===== config.mk =====
export PLATFORM = sky130hd
export DESIGN_NAME = sdram_ls_resp
export DESIGN_NICKNAME = d
export VERILOG_FILES = /design/src/rtl/sdram_pkg.sv /design/src/rtl/sdram_ls_resp.sv
export SDC_FILE = /design/constraint.sdc
export NUM_CORES = 1
export LEC_CHECK = 0
export BUFFER_PORTS_ARGS = -buffer_cell sky130_fd_sc_hd__buf_2
export CORE_MARGIN = 4
export CORE_UTILIZATION = 55
export CTS_CLUSTER_DIAMETER = 100
export DETAILED_ROUTE_END_ITERATION = 12
export PLACE_DENSITY = 0.83
export REMOVE_ABC_BUFFERS = 1
export SYNTH_ARGS = -nofsm -noshare
export SYNTH_HDL_FRONTEND = slang
export SYNTH_SLANG_ARGS = --single-unit
export TNS_END_PERCENT = 50

===== constraint.sdc =====
create_clock -name clk -period 3 [get_ports clk]
set_input_delay 0.6 -clock clk [delete_from_list [all_inputs] [get_ports clk]]
set_output_delay 0.6 -clock clk [all_outputs]
set_load 0.05 [all_outputs]

===== src/rtl/sdram_pkg.sv =====
// sdram_pkg: shared widths and the ls responder state encoding
package sdram_pkg;
  localparam int LS_ADDR_W = 25;
  localparam int SDRAM_WORD_W = 16;
  typedef enum logic [2:0] {
    LS_IDLE, LS_WR_LO, LS_WR_HI, LS_RD_LO, LS_RD_LO_WAIT, LS_RD_HI, LS_RD_HI_WAIT
  } ls_state_t;
endpackage


===== src/rtl/sdram_ls_resp.sv =====
// sdram_ls_resp: toggle req/ack low-speed port responder issuing 16-bit beats to the sequencer
module sdram_ls_resp
  import sdram_pkg::*;
#(
  parameter int ADDR_W = LS_ADDR_W,
  parameter int DATA_W = 2 * SDRAM_WORD_W
) (
  input  logic                    clk,
  input  logic                    reset,
  input  logic [ADDR_W-1:0]       ls_addr,
  input  logic [DATA_W-1:0]       ls_din,
  input  logic                    ls_wide,
  input  logic                    ls_we_req,
  output logic                    ls_we_ack,
  input  logic                    ls_rd_req,
  output logic                    ls_rd_ack,
  output logic [DATA_W-1:0]       ls_dout,
  output logic                    mem_req,
  output logic                    mem_we,
  output logic [ADDR_W-1:0]       mem_addr,
  output logic [SDRAM_WORD_W-1:0] mem_wdata,
  input  logic                    mem_gnt,
  input  logic                    mem_rvalid,
  input  logic [SDRAM_WORD_W-1:0] mem_rdata
);
  localparam int W = SDRAM_WORD_W;
  ls_state_t state_q, state_d;
  logic [ADDR_W-1:0] addr_q, addr_d, maddr_q, maddr_d;
  logic [W-1:0] din_hi_q, din_hi_d, lo_q, lo_d, wdata_q, wdata_d;
  logic [DATA_W-1:0] dout_q, dout_d;
  logic wide_q, wide_d, we_ack_q, we_ack_d, rd_ack_q, rd_ack_d, req_q, req_d, we_q, we_d;
  logic we_pend, rd_pend, gnt;
  logic [ADDR_W-1:0] addr_al, addr_hi;
  assign we_pend = ls_we_req ^ we_ack_q;
  assign rd_pend = ls_rd_req ^ rd_ack_q;
  assign gnt = req_q & mem_gnt;
  assign addr_al = ls_addr & ~ADDR_W'(1);
  assign addr_hi = addr_q + ADDR_W'(2);
  always_comb begin
    state_d = state_q;
    addr_d = addr_q;
    din_hi_d = din_hi_q;
    wide_d = wide_q;
    lo_d = lo_q;
    dout_d = dout_q;
    we_ack_d = we_ack_q;
    rd_ack_d = rd_ack_q;
    req_d = req_q;
    we_d = we_q;
    maddr_d = maddr_q;
    wdata_d = wdata_q;
    case (state_q)
      LS_IDLE: begin
        // writes take priority; a simultaneous read stays pending
        if (we_pend || rd_pend) begin
          state_d = we_pend ? LS_WR_LO : LS_RD_LO;
          addr_d = addr_al;
          din_hi_d = ls_din[DATA_W-1:W];
          wide_d = ls_wide;
          req_d = 1'b1;
          we_d = we_pend;
          maddr_d = addr_al;
          wdata_d = we_pend ? ls_din[W-1:0] : wdata_q;
        end
      end
      LS_WR_LO: if (gnt) begin
        state_d = wide_q ? LS_WR_HI : LS_IDLE;
        req_d = wide_q;
        maddr_d = wide_q ? addr_hi : maddr_q;
        wdata_d = wide_q ? din_hi_q : wdata_q;
        we_ack_d = wide_q ? we_ack_q : ~we_ack_q;
      end
      LS_WR_HI: if (gnt) begin
        state_d = LS_IDLE;
        req_d = 1'b0;
        we_ack_d = ~we_ack_q;
      end
      LS_RD_LO: if (gnt) begin
        state_d = LS_RD_LO_WAIT;
        req_d = 1'b0;
      end
      LS_RD_LO_WAIT: if (mem_rvalid) begin
        state_d = wide_q ? LS_RD_HI : LS_IDLE;
        lo_d = mem_rdata;
        req_d = wide_q;
        maddr_d = wide_q ? addr_hi : maddr_q;
        dout_d = wide_q ? dout_q : {{(DATA_W-W){1'b0}}, mem_rdata};
        rd_ack_d = wide_q ? rd_ack_q : ~rd_ack_q;
      end
      LS_RD_HI: if (gnt) begin
        state_d = LS_RD_HI_WAIT;
        req_d = 1'b0;
      end
      LS_RD_HI_WAIT: if (mem_rvalid) begin
        state_d = LS_IDLE;
        dout_d = {mem_rdata, lo_q};
        rd_ack_d = ~rd_ack_q;
      end
      default: state_d = LS_IDLE;
    endcase
  end
  always_ff @(posedge clk) begin
    if (reset) begin
      state_q <= LS_IDLE;
      addr_q <= '0;
      din_hi_q <= '0;
      wide_q <= 1'b0;
      lo_q <= '0;
      dout_q <= '0;
      we_ack_q <= 1'b0;
      rd_ack_q <= 1'b0;
      req_q <= 1'b0;
      we_q <= 1'b0;
      maddr_q <= '0;
      wdata_q <= '0;
    end else begin
      state_q <= state_d;
      addr_q <= addr_d;
      din_hi_q <= din_hi_d;
      wide_q <= wide_d;
      lo_q <= lo_d;
      dout_q <= dout_d;
      we_ack_q <= we_ack_d;
      rd_ack_q <= rd_ack_d;
      req_q <= req_d;
      we_q <= we_d;
      maddr_q <= maddr_d;
      wdata_q <= wdata_d;
    end
  end
  assign ls_we_ack = we_ack_q;
  assign ls_rd_ack = rd_ack_q;
  assign ls_dout = dout_q;
  assign mem_req = req_q;
  assign mem_we = we_q;
  assign mem_addr = maddr_q;
  assign mem_wdata = wdata_q;
endmodule


### Word level (Yosys, flattened, before mapping)

Index checks and enable logic that the tools add are counted.

| operators by class | value |
|---|---|
| bitwise logic cells | 5 |
| $add $sub $neg | 1 |
| equal/unequal tests | 18 |
| multiplexer cells | 38 |
| reductions and logical operators | 16 |

Operator list:

| kind | number |
|---|---|
| 2-to-1 mux 25 bit | 4 |
| 2-to-1 mux 32 bit | 3 |
| case mux 25 bit (3 select lines) | 1 |
| 2-to-1 mux 16 bit | 4 |
| case mux 32 bit (2 select lines) | 1 |
| case mux 16 bit (2 select lines) | 1 |
| adder 25 x 2 -> 25 bit (second input constant) | 1 |
| 2-to-1 mux 3 bit | 8 |
| inequality test 2 bit (second input constant) | 11 |
| case mux 3 bit (7 select lines) | 1 |
| AND reduction 4 bit | 3 |
| 2-to-1 mux 1 bit | 10 |
| AND reduction 5 bit | 2 |
| == test 3 bit (second input constant) | 3 |
| AND reduction 7 bit | 1 |
| == test 3 x 2 -> 1 bit (second input constant) | 2 |
| nonzero test 2 bit | 3 |
| 2-to-1 mux 2 bit | 2 |
| case mux 1 bit (2 select lines) | 2 |
| case mux 1 bit (4 select lines) | 1 |
| AND reduction 2 bit | 2 |
| nonzero test 4 bit | 1 |
| == test 3 x 1 -> 1 bit (second input constant) | 1 |
| zero test 3 bit | 1 |
| 7 further kinds | 9 |

| storage, ports and cells | value |
|---|---|
| logic and storage cells | 90 |
| bits in registers | 137 |
| output and inout port bits | 77 |

### Longest topological paths before layout

Gate-level depths: netlist (run 1).

| depth | value |
|---|---|
| depth after elaboration | 4 |
| gate-level depth with buffers | 8 |
| mapped depth without buffers | 6 |

### Worst setup path after synthesis (run 1)

OpenSTA, ideal clock, no wires.

| path | value |
|---|---|
| path kind | flip-flop to flip-flop |
| start | register req_q (netlist: mem_req) |
| end | register maddr_q[12] (netlist: mem_addr[12]) |
| slack | 0.998 ns |
| required time | 2.929 ns |
| period minus slack after synthesis | 2.002 ns |
| cell stages (with the launch flop) | 8 |
| arrival | 1.931 ns |
| setup time | 0.071 ns |
| cell sequence | dfxtp_1 -> nand3_1 -> o32a_1 -> or2_1 -> buf_6 -> buf_6 -> a211o_1 -> a21oi_1 |

| between the ends | value |
|---|---|
| cells in the longest elaborated chain, start to end | 3 |

Ends and longest elaborated chain:

| what | RTL line | text |
|---|---|---|
| from (decl) | sdram_ls_resp.sv:31 | `logic wide_q, wide_d, we_ack_q, we_ack_d, rd_ack_q, rd_ack_d, req_q, req_d, we_q, we_d;` |
| from (signal assigned) | sdram_ls_resp.sv:125 | `req_q <= req_d;` |
| bitwise AND 1 bit | sdram_ls_resp.sv:36 | `assign gnt = req_q & mem_gnt;` |
| inequality test 2 bit (no line) | -- |  |
| AND reduction 4 bit (no line) | -- |  |
| to (signal assigned) | sdram_ls_resp.sv:127 | `maddr_q <= maddr_d;` |
| to (decl) | sdram_ls_resp.sv:28 | `logic [ADDR_W-1:0] addr_q, addr_d, maddr_q, maddr_d;` |

No other way between the ends.
A chain may end at the register's enable or synchronous reset.

### Worst setup path after layout (run 1)

| path | value |
|---|---|
| start | register state_q[2] |
| end | register maddr_q[14] (netlist: mem_addr[14]) |

| between the ends | value |
|---|---|
| cells in the longest elaborated chain, start to end | 3 |
| elaborated cells between the ends (all ways) | 9 |

Ends and longest elaborated chain:

| what | RTL line | text |
|---|---|---|
| from (decl) | sdram_ls_resp.sv:27 | `ls_state_t state_q, state_d;` |
| from (signal assigned) | sdram_ls_resp.sv:117 | `state_q <= state_d;` |
| == test 3 x 1 -> 1 bit (tied with other cells) | sdram_ls_resp.sv:52 | `case (state_q)` |
| inequality test 2 bit (no line) or nonzero test 3 bit (tied branches) | -- |  |
| AND reduction 4 bit (no line) | -- |  |

Several ways; a longest one is shown, not always the timed one.

==> results.md, run 1 <==
* Status: finished, final reports clean
* Post-CTS Setup Repair Bufs at 0
* Root Driver: clkbuf_8
* Worst-path clk slew at 0.06 ns
* R2R Setup Slk at 0.63 ns
* Multi-input logic area at 2930 um^2
* Yosys warning count at 0
* Final #Nets at 925
* Final Cycle Share at 79.0%
* I/O pins at 157
* Clk_skew at 0.00823 ns
* H-tree lvl count at 4
* Fin crit period at approximately 2.4 ns
* Leakage at 2.99 nW
* GRT Util Overall at 23.6%
* Slew HR at 26.4%
* Max frequency at 422 MHz
* Remaining DRCs at 0
* Detail Route Antenna Nets at 0
* Worst slew pin tran at 1.10 ns
* Final setup fails at 0
* MaxCap Viol Count at 0
* Pin count of the biggest net entering global routing at 69
* Sequential cell area at roughly 2700 um^2
* Most frequent cells in the layout: 155 x nand2_1, 153 x buf_2, 136 x dfxtp_1
* Via count at about 5500
* Startpoint type of the worst setup path: register
* Setup Crit Path Kind: register to register
* Post-synth EDFFs at 0
* RR Endpoint: mem_addr[14]
* Initial Util at 56.9%
* Netlist cell types at 51
* Clock buffer count from CTS at 17
* DR vias/cell at ~5.5
* Worst Hold Launch: ls_din[22]
* Die Ht at 112 um
* Dpl cells at 961
* Setup total negative slack at 0 ns
* Hold Path Sink: din_hi_q[6]
* Leading cell type in the layout, fill and taps excluded: nand2_1
* HPWL Detailed at around 10000 um
* Asr flop ratio synth at 0%
* Critical Path AT at roughly 2.8 ns
* Setup WS post-layout at 0.630 ns
* DRT iter0 DRCs at 341
* Final RePlAce weighted congestion at 0.795
* Crit end category: register
* Pre-antenna DRT Iters at 5
* Mapped Area at 5900 um^2
* Area Overhead vs Synth at 24.1%
* Die Wd at 112 um
* Gates resized, CTS repair at 0
* Min-delay worst type: input pin to register
* Register bit total from synthesis at 136
* Mean area per synthesized cell at 8.28 um^2
* Synth area leader: dfxtp_1
* RSZ-0062 raised after global routing: false
* Number of port buffers at 154
* Post-synth top area share at roughly 46%
* Drt wl/cell at 14.8 um
* Final Max Slew Viols at 0
* Max clock buf depth at 2
* Critical Path Fanout Max at 21
* Cell area power density at 1020 nW/um^2
* Fillers at 832
* Initial antenna violation count at 1
* Fin cells at 995
* Final wirelength at 14700 um
* GRT overflow at 0
* Worst r2r src: state_q[2]
* Vias in the first global route at 5227
* Share of layout cells above drive strength 1 at 24.3%
* Top cells by area, synth: dfxtp_1 46%, nand2_1 9.9%, a21oi_1 7.4%
* First-pass GRT wire length at 24600 um
* Ys flop type: dfxtp_1
* Register area share after synthesis at a little under half
* Final hold vios at 0
* CTS sink cnt at ~140
* Path depth of the worst reg2reg path at 6
* CTS Hold Bufs at 0
* VDD IR max at slightly above 600 uV
* CTS tree: done
* CORE AREA at approximately 10000 um^2
* Clk_lat worst skew at 0.51 ns
* Total die area at 12500 um^2
* Cells after Synth at 713
* Req. time, crit path at about 3.5 ns
* Cell Rows at 37
* Pre-CTS WS at 0.726 ns
* WHS Path Cells at 3
state kept, by name, summed over array words and instances, names as in the netlist:
signal	flops
lo_q	16
addr_q	24
ls_rd_ack	1
mem_addr	24
mem_we	1
ls_we_ack	1
din_hi_q	16
ls_dout	32
wide_q	1
mem_req	1
mem_wdata	16
state_q	3
cells by family (layout without fill, tap and decap cells):
kind of cell    count (synthesis)  count (layout)  share of synthesized area (%)
simple gates                  280             280                           20.7
fa+ha+maj                       1               1                          0.212
flops                         136             136                           46.1
compound gates                173             173                           18.3
xor+xnor                       26              26                           3.86
mux                            36              36                           6.12
other cells                     1               3                         0.0635
buf+inv                        60             204                           4.66
where the power goes:
group / leakage [nW] / internal [mW] / switching, mW
sequential: 1.11 / 2.21 / 0.326
combinational: 1.59 / 0.837 / 1.99
clock: 0.289 / 1.35 / 0.754
cell type report:
class | count | area share, %
sequential | 136 | 37.2
clock buffer | 20 | 5.81
multi-input combinational | 517 | 40.0
clock inverter | 12 | 2.41
antenna | 2 | 0.0683
inverter | 6 | 0.307
timing repair buffer | 166 | 12.0
tap | 136 | 2.32
how the worst max path moves through the flow:
| stage | slack, ns | end | cells after the start | start |
|---|---|---|---|---|
| floorplan | 0.02 | ls_dout[0] | 5 | state_q[2] |
| global placement | 0.74 | mem_addr[13] | 7 | ls_we_req |
| detailed placement | 0.73 | mem_addr[11] | 6 | state_q[2] |
| CTS | 0.68 | mem_addr[14] | 6 | state_q[2] |
| global route | 0.48 | mem_addr[13] | 6 | state_q[2] |
| finish | 0.63 | mem_addr[14] | 6 | state_q[2] |
worst max-delay path, cell delays in order (launching register included):
cell and delay (ns):
dfxtp_1 0.81, xor2_1 0.23, and2_1 0.47, buf_4 0.30, nor2_1 0.07, a211o_1 0.30
a21oi_2 0.13
synthesized netlist by cell type (6+ instances only):
cell type,number
o22ai_1,7
a21oi_1,87
nand2_1,155
xnor2_1,14
buf_2,19
a211o_1,8
dfxtp_1,136
clkbuf_1,28
a211oi_1,34
nand3_1,36
xor2_1,12
o21ai_0,8
nor2_1,56
inv_1,6
mux2i_1,35
stage by stage:
step / utilization, % / hold slack, ns / cell area (um^2) / total power, mW
floorplan: - / 0.430 / 5650 / 4.55
CTS: 70.6 / 0.307 / 7320 / 7.50
global route: 70.6 / 0.312 / 7320 / 7.87
detailed placement: 64.8 / 0.444 / 6720 / 5.38
global placement: 64.8 / 0.434 / 6720 / 5.29
finish: 70.6 / 0.326 / 7330 / 7.46
per-layer routing:
metal	part of all wire (%)	track usage (%)
met5	0	0
met3	7.6	7.12
met1	42	29.7
met2	48	38.5
met4	2.2	8.68
(Power assumes the default switching activity.)
==> run 2: changes to the inputs <==
CORE_UTILIZATION = 53   (was 55)
PLACE_DENSITY = 0.8   (was 0.83)
clock period = 2.4 ns   (was 3 ns; I/O delays follow)
==> run 2 against run 1 <==
Compared with the run above:
- register-to-register slack got worse by 0.42 ns
- clock skew shrank 0.0036 ns
- sequential power is 25% higher
- global-route usage down 0.39 points
- total power is 23% higher
- non-clock buffer count grew 8
- cell count grew 0.80%
- critical path type unchanged
==> results.md, run 2 (synthesis results as in run 1) <==
* Status: finished, final reports clean
* Pin count of the biggest net entering global routing at 66 (-4.3%)
* DR vias/cell at 5.50 (-0.71%)
* Initial Util at 54.2% (-2.7 points)
* Area Overhead vs Synth at 23.9%
* GRT overflow at 0 (unchanged)
* Clock buffer count from CTS at 17 (unchanged)
* Setup Crit Path Kind: register to register
* Min-delay worst type: input pin to register
* Clk_skew at 0.00463 ns (-0.00360 ns)
* Gates resized, CTS repair at 0 (unchanged)
* Die Wd at 114 um (+1.7%)
* Worst slew pin tran at 0.704 ns (-0.399 ns)
* Critical Path Fanout Max at 17 (-19%)
* Initial antenna violation count at 0 (-1)
* CTS sink cnt at 136 (unchanged)
* Number of port buffers at 154 (unchanged)
* Max reg flops at 32 (unchanged)
* I/O pins at 157 (unchanged)
* Slowest stage delay, CP at 0.64 ns (-0.17 ns)
* Detail Route Antenna Nets at 0 (unchanged)
* Crit path cell chain: nor3_1 > and3_1 > nor2_2 > nand3_1 > o221ai_1
* Via count at 5512 (+0.091%)
* Slew HR at 53.0% (+27 points)
* MaxCap Viol Count at 0 (unchanged)
* Pre-antenna DRT Iters at 5 (unchanged)
* Startpoint type of the worst setup path: register
* Final Max Slew Viols at 0 (unchanged)
* H-tree lvl count at 4 (unchanged)
* Max frequency at 456 MHz (+8.2%)
* CORE AREA at 10900 um^2 (+5.0%)
* ANT cells at 0 (-2)
* GRT Util Overall at 23.2% (-0.39 points)
* Req. time, crit path at 2.83 ns (-0.62 ns)
* Dpl cells at 973 (+1.2%)
* VDD IR max at 804 uV (+33%)
* Share of layout cells above drive strength 1 at 24.6% (+0.29 points)
* CTS Hold Bufs at 0 (unchanged)
* Worst Hold Launch: ls_din[27]
* Final setup fails at 0 (unchanged)
* Max clock buf depth at 2 (unchanged)
* Critical Path AT at 2.62 ns (-0.20 ns)
* Final Cycle Share at 91.3% (+12 points)
* Remaining DRCs at 0 (unchanged)
* CP Buf/Inv Count at 0 (-1)
* Worst r2r src: state_q[0]
* Cell Rows at 38 (+2.7%)
* HPWL Detailed at 10200 um (+1.9%)
* Largest delay share family, worst path: simple AND/OR/NAND/NOR gates
* Fin crit period at 2.19 ns (-0.180 ns)
* CP max-delay cell: dfxtp_1
* Root Driver: clkbuf_8
* Post-CTS Setup Repair Bufs at 0 (unchanged)
* Final #Nets at 933 (+0.86%)
* Fin cells at 1003 (+0.80%)
* Vias in the first global route at 5226 (-0.019%)
* CTS tree: done
* Critical path startpoint: state_q[0]
* Leading cell type in the layout, fill and taps excluded: nand2_1
* First-pass GRT wire length at 24500 um (-0.53%)
* DRT iter0 DRCs at 478 (+40%)
* Crit end category: register
* Die Ht at 114 um (+1.7%)
* Total die area at 12900 um^2 (+3.5%)
* Drt wl/cell at 14.9 um (+0.89%)
* Cell area power density at 1250 nW/um^2 (+23%)
* RSZ-0062 raised after global routing: false
* Clk_lat worst skew at 0.53 ns (+0.02 ns)
* Worst-path clk slew at 0.06 ns (about the same)
* Leakage at 3.00 nW (+0.40%)
* Most frequent cells in the layout: 155 x nand2_1, 153 x buf_2, 135 x dfxtp_1
* Final hold vios at 0 (unchanged)
* Final wirelength at 15000 um (+1.7%)
* Final RePlAce weighted congestion at 0.854 (+7.4%)
* Final Util at 67.2% (-3.4 points)
==> run 2: cell count changes in the layout (fill, tap and decap cells not counted), sizes merged <==
cell,change
buf,+8
bufinv,-3
clkbuf,+7
clkinv,-4
clkinvlp,-2
diode,-2
==> run 2: where the power goes <==
part / leakage, nW / internal, mW / switching [mW]
combinational: 1.62 / 1.09 / 2.51
clock: 0.262 / 1.47 / 0.902
sequential: 1.11 / 2.76 / 0.402
==> run 2: path summary, 6_finish.rpt <==
kind	to	slack (ns)	cells past startpoint
hold / removal	din_hi_q[11]	0.19	3
setup reg to reg	mem_addr[16]	0.21	5
setup / recovery	mem_addr[16]	0.21	5
hold reg to reg	mem_addr[3]	0.45	2
==> run 2: area by class of cell <==
class | count | area [um^2]
Tap cell | 140 | 175
Multi-Input combinational cell | 517 | 2930
Inverter | 6 | 22.5
Clock buffer | 27 | 492
Timing Repair Buffer | 174 | 936
Clock inverter | 3 | 40.0
Fill cell | 893 | 3570
Sequential cell | 136 | 2720
==> run 2: per-stage QoR <==
| stage | area [um^2] | power [mW] | hold WS, ns | TNS (ns) | setup slack, ns |
|---|---|---|---|---|---|
| finish | 7320 | 9.14 | 0.190 | 0 | 0.209 |
| global placement | 6780 | 6.68 | 0.434 | 0 | 0.262 |
| CTS | 7320 | 9.17 | 0.160 | 0 | 0.187 |
| global route | 7320 | 9.63 | 0.187 | 0 | 0.0125 |
| detailed placement | 6780 | 6.79 | 0.443 | 0 | 0.126 |
| floorplan | 5650 | 5.69 | 0.430 | -26.17 | -0.581 |
==> run 2: worst register-to-register path, cell delays in order (launching register included) <==
cell and delay [ns]:
dfxtp_1 0.64, nor3_1 0.17, and3_1 0.20, nor2_2 0.35
nand3_1 0.40, o221ai_1 0.34
==> run 2: metal layers <==
layer	GRT usage, %	part of all wire (%)
met2	37.4	46
met1	30.0	45
met5	0	0
met4	9.21	1.6
met3	5.84	7.5
==> run 3: changes to the inputs <==
CORE_UTILIZATION = 25   (was 53)
PLACE_DENSITY = default   (was 0.8)
==> run 3 against run 2 <==
Compared with the run above:
- total power up 3.0%
- utilization shrank 34 points
- critical path type unchanged
- sequential power about the same
- largest cell class unchanged
- wire length up 12%
- die area increased by 100%
- hold slack improved by 0.11 ns
- design area rose by 4.2%
==> results.md, run 3 (synthesis results as in run 1) <==
* Final wirelength at 16700 um (+12%)
* Critical Path AT at 2.45 ns (-0.17 ns)
* Slew HR at 51.4% (-1.6 points)
* GRT Max-Usage Layer: met2
* Number of port buffers at 154 (unchanged)
* Worst r2r src: state_q[2]
* Max clock buf depth at 2 (unchanged)
* Root Driver: clkbuf_16
* Share of layout cells above drive strength 1 at 25.4% (+0.84 points)
* Most frequent cells in the layout: 155 x nand2_1, 153 x buf_2, 136 x dfxtp_1
* Pre-CTS WS at 0.110 ns (-0.0164 ns)
* Final Cycle Share at 88.5% (-2.8 points)
* Largest delay share family, worst path: simple AND/OR/NAND/NOR gates
* CTS tree: done
* Leading cell type in the layout, fill and taps excluded: nand2_1
* RR Endpoint: mem_addr[17]
* Cell Rows at 55 (+45%)
* Die Wd at 162 um (+42%)
* Req. time, crit path at 2.73 ns (-0.10 ns)
* RSZ-0062 raised after global routing: false
* Cell area power density at 1230 nW/um^2 (-1.1%)
* H-tree lvl count at 4 (unchanged)
* Met3 usage at 3.17% (-2.7 points)
* Clk_skew at 0.0102 ns (+0.00559 ns)
* Remaining DRCs at 0 (unchanged)
* Gates resized, CTS repair at 0 (unchanged)
* Setup total negative slack at 0 ns (unchanged)
* Total die area at 26100 um^2 (+100%)
* Pin count of the biggest net entering global routing at 64 (-3.0%)
* Final setup fails at 0 (unchanged)
* Detail Route Antenna Nets at 0 (unchanged)
* Vias in the first global route at 5162 (-1.2%)
* GRT met2 Usage at 20.0% (-17 points)
* Initial Util at 25.8% (-28 points)
* CTS sink cnt at 136 (unchanged)
* Max frequency at 471 MHz (+3.1%)
* Worst slew pin tran at 0.729 ns (+0.0242 ns)
* Fin Hold WS at 0.299 ns (+0.109 ns)
* CTS Hold Bufs at 0 (unchanged)
* VDD IR max at 589 uV (-27%)
* Hold Path Sink: din_hi_q[15]
* Critical Path Fanout Max at 17 (unchanged)
* Setup WS post-layout at 0.276 ns (+0.0664 ns)
* Startpoint type of the worst setup path: register
* Leakage at 3.03 nW (+0.99%)
* Final #Nets at 934 (+0.11%)
* MaxCap Viol Count at 0 (unchanged)
* Final Max Slew Viols at 0 (unchanged)
* CP Buf/Inv Count at 0 (unchanged)
* Setup Crit Path Kind: register to register
* Post-CTS Setup Repair Bufs at 0 (unchanged)
* Initial antenna violation count at 1 (+1)
* Crit end category: register
* DR vias/cell at 4.56 (-17%)
* Final hold vios at 0 (unchanged)
* Clk_lat worst skew at 0.41 ns (-0.12 ns)
* CORE AREA at 22900 um^2 (+110%)
* Worst Hold Launch: ls_din[31]
* Path depth of the worst reg2reg path at 5 (unchanged)
* Fillers at 2415 (+170%)
* Final RePlAce weighted congestion at 0.770 (-9.8%)
* Status: finished, final reports clean
* Slowest stage delay, CP at 0.64 ns (about the same)
* Area Overhead vs Synth at 29.1%
* Worst-path clk slew at 0.06 ns (about the same)
* Via count at 5379 (-2.4%)
* GRT Util Overall at 12.7% (-11 points)
* Pre-antenna DRT Iters at 4 (-1)
* Min-delay worst type: input pin to register
* I/O pins at 157 (unchanged)
* GRT overflow at 0 (unchanged)
* Crit path cell chain: nor3_1 > and3_1 > nor2_2 > nand3_1 > o221ai_1
* Max reg flops at 32 (unchanged)
* Met1 usage at 16.9% (-13 points)
* R2R Setup Slk at 0.28 ns (+0.07 ns)
* DRT iter0 DRCs at 295 (-38%)
* HPWL Detailed at 11200 um (+9.3%)
* CP max-delay cell: dfxtp_1
* WHS Path Cells at 3 (unchanged)
* Die Ht at 162 um (+42%)
* Drt wl/cell at 14.2 um (-5.0%)
* First-pass GRT wire length at 26600 um (+8.9%)
* Fin crit period at 2.12 ns (-0.0664 ns)
* Clock buffer count from CTS at 17 (unchanged)
-- run 3: cell type report --
class | count | area, um^2 | share of cell area, %
Antenna cell | 1 | 2.50 | 0.0328
Clock buffer | 20 | 457 | 5.99
Clock inverter | 12 | 115 | 1.51
Inverter | 6 | 22.5 | 0.296
Multi-Input combinational cell | 517 | 2930 | 38.4
Sequential cell | 136 | 2720 | 35.7
Tap cell | 313 | 392 | 5.14
Timing Repair Buffer | 175 | 981 | 12.9
-- run 3: power by group --
| group | total, mW | switching [mW] | internal, mW |
|---|---|---|---|
| Clock | 2.55 | 1.05 | 1.49 |
| Sequential | 3.13 | 0.372 | 2.76 |
| Combinational | 3.73 | 2.57 | 1.16 |
-- run 3: worst max-delay path by stage --
| stage | start | endpoint | cells past startpoint |
|---|---|---|---|
| CTS | state_q[0] | mem_addr[16] | 5 |
| floorplan | state_q[2] | ls_dout[0] | 5 |
| finish | state_q[2] | mem_addr[17] | 5 |
| global placement | ls_rd_req | mem_addr[17] | 7 |
| global route | state_q[2] | mem_addr[16] | 5 |
| detailed placement | ls_rd_req | mem_addr[16] | 7 |
-- run 3: worst register-to-register path, stage by stage, from the launching register on --
cell	delay, ns
dfxtp_1	0.64
nor3_1	0.16
and3_1	0.20
nor2_2	0.36
nand3_1	0.39
o221ai_1	0.29
-- run 3: stage by stage --
step           total power, mW  cells  utilization (%)  instance area [um^2]
2_1_floorplan             5.69    659                -                  5650
3_3_place_gp              6.92   1147             30.8                  7050
3_5_place_dp              6.96   1147             30.8                  7050
4_1_cts                   9.57   1179             33.2                  7620
5_1_grt                   10.0   1180             33.3                  7620
6_report                  9.41   1180             33.3                  7620
-- run 3: metal layers --
layer / part of all wire, % / wire, um
met1: 48 / 7970
met2: 45 / 7530
met3: 5.6 / 942
met4: 1.7 / 280
met5: 0 / 0
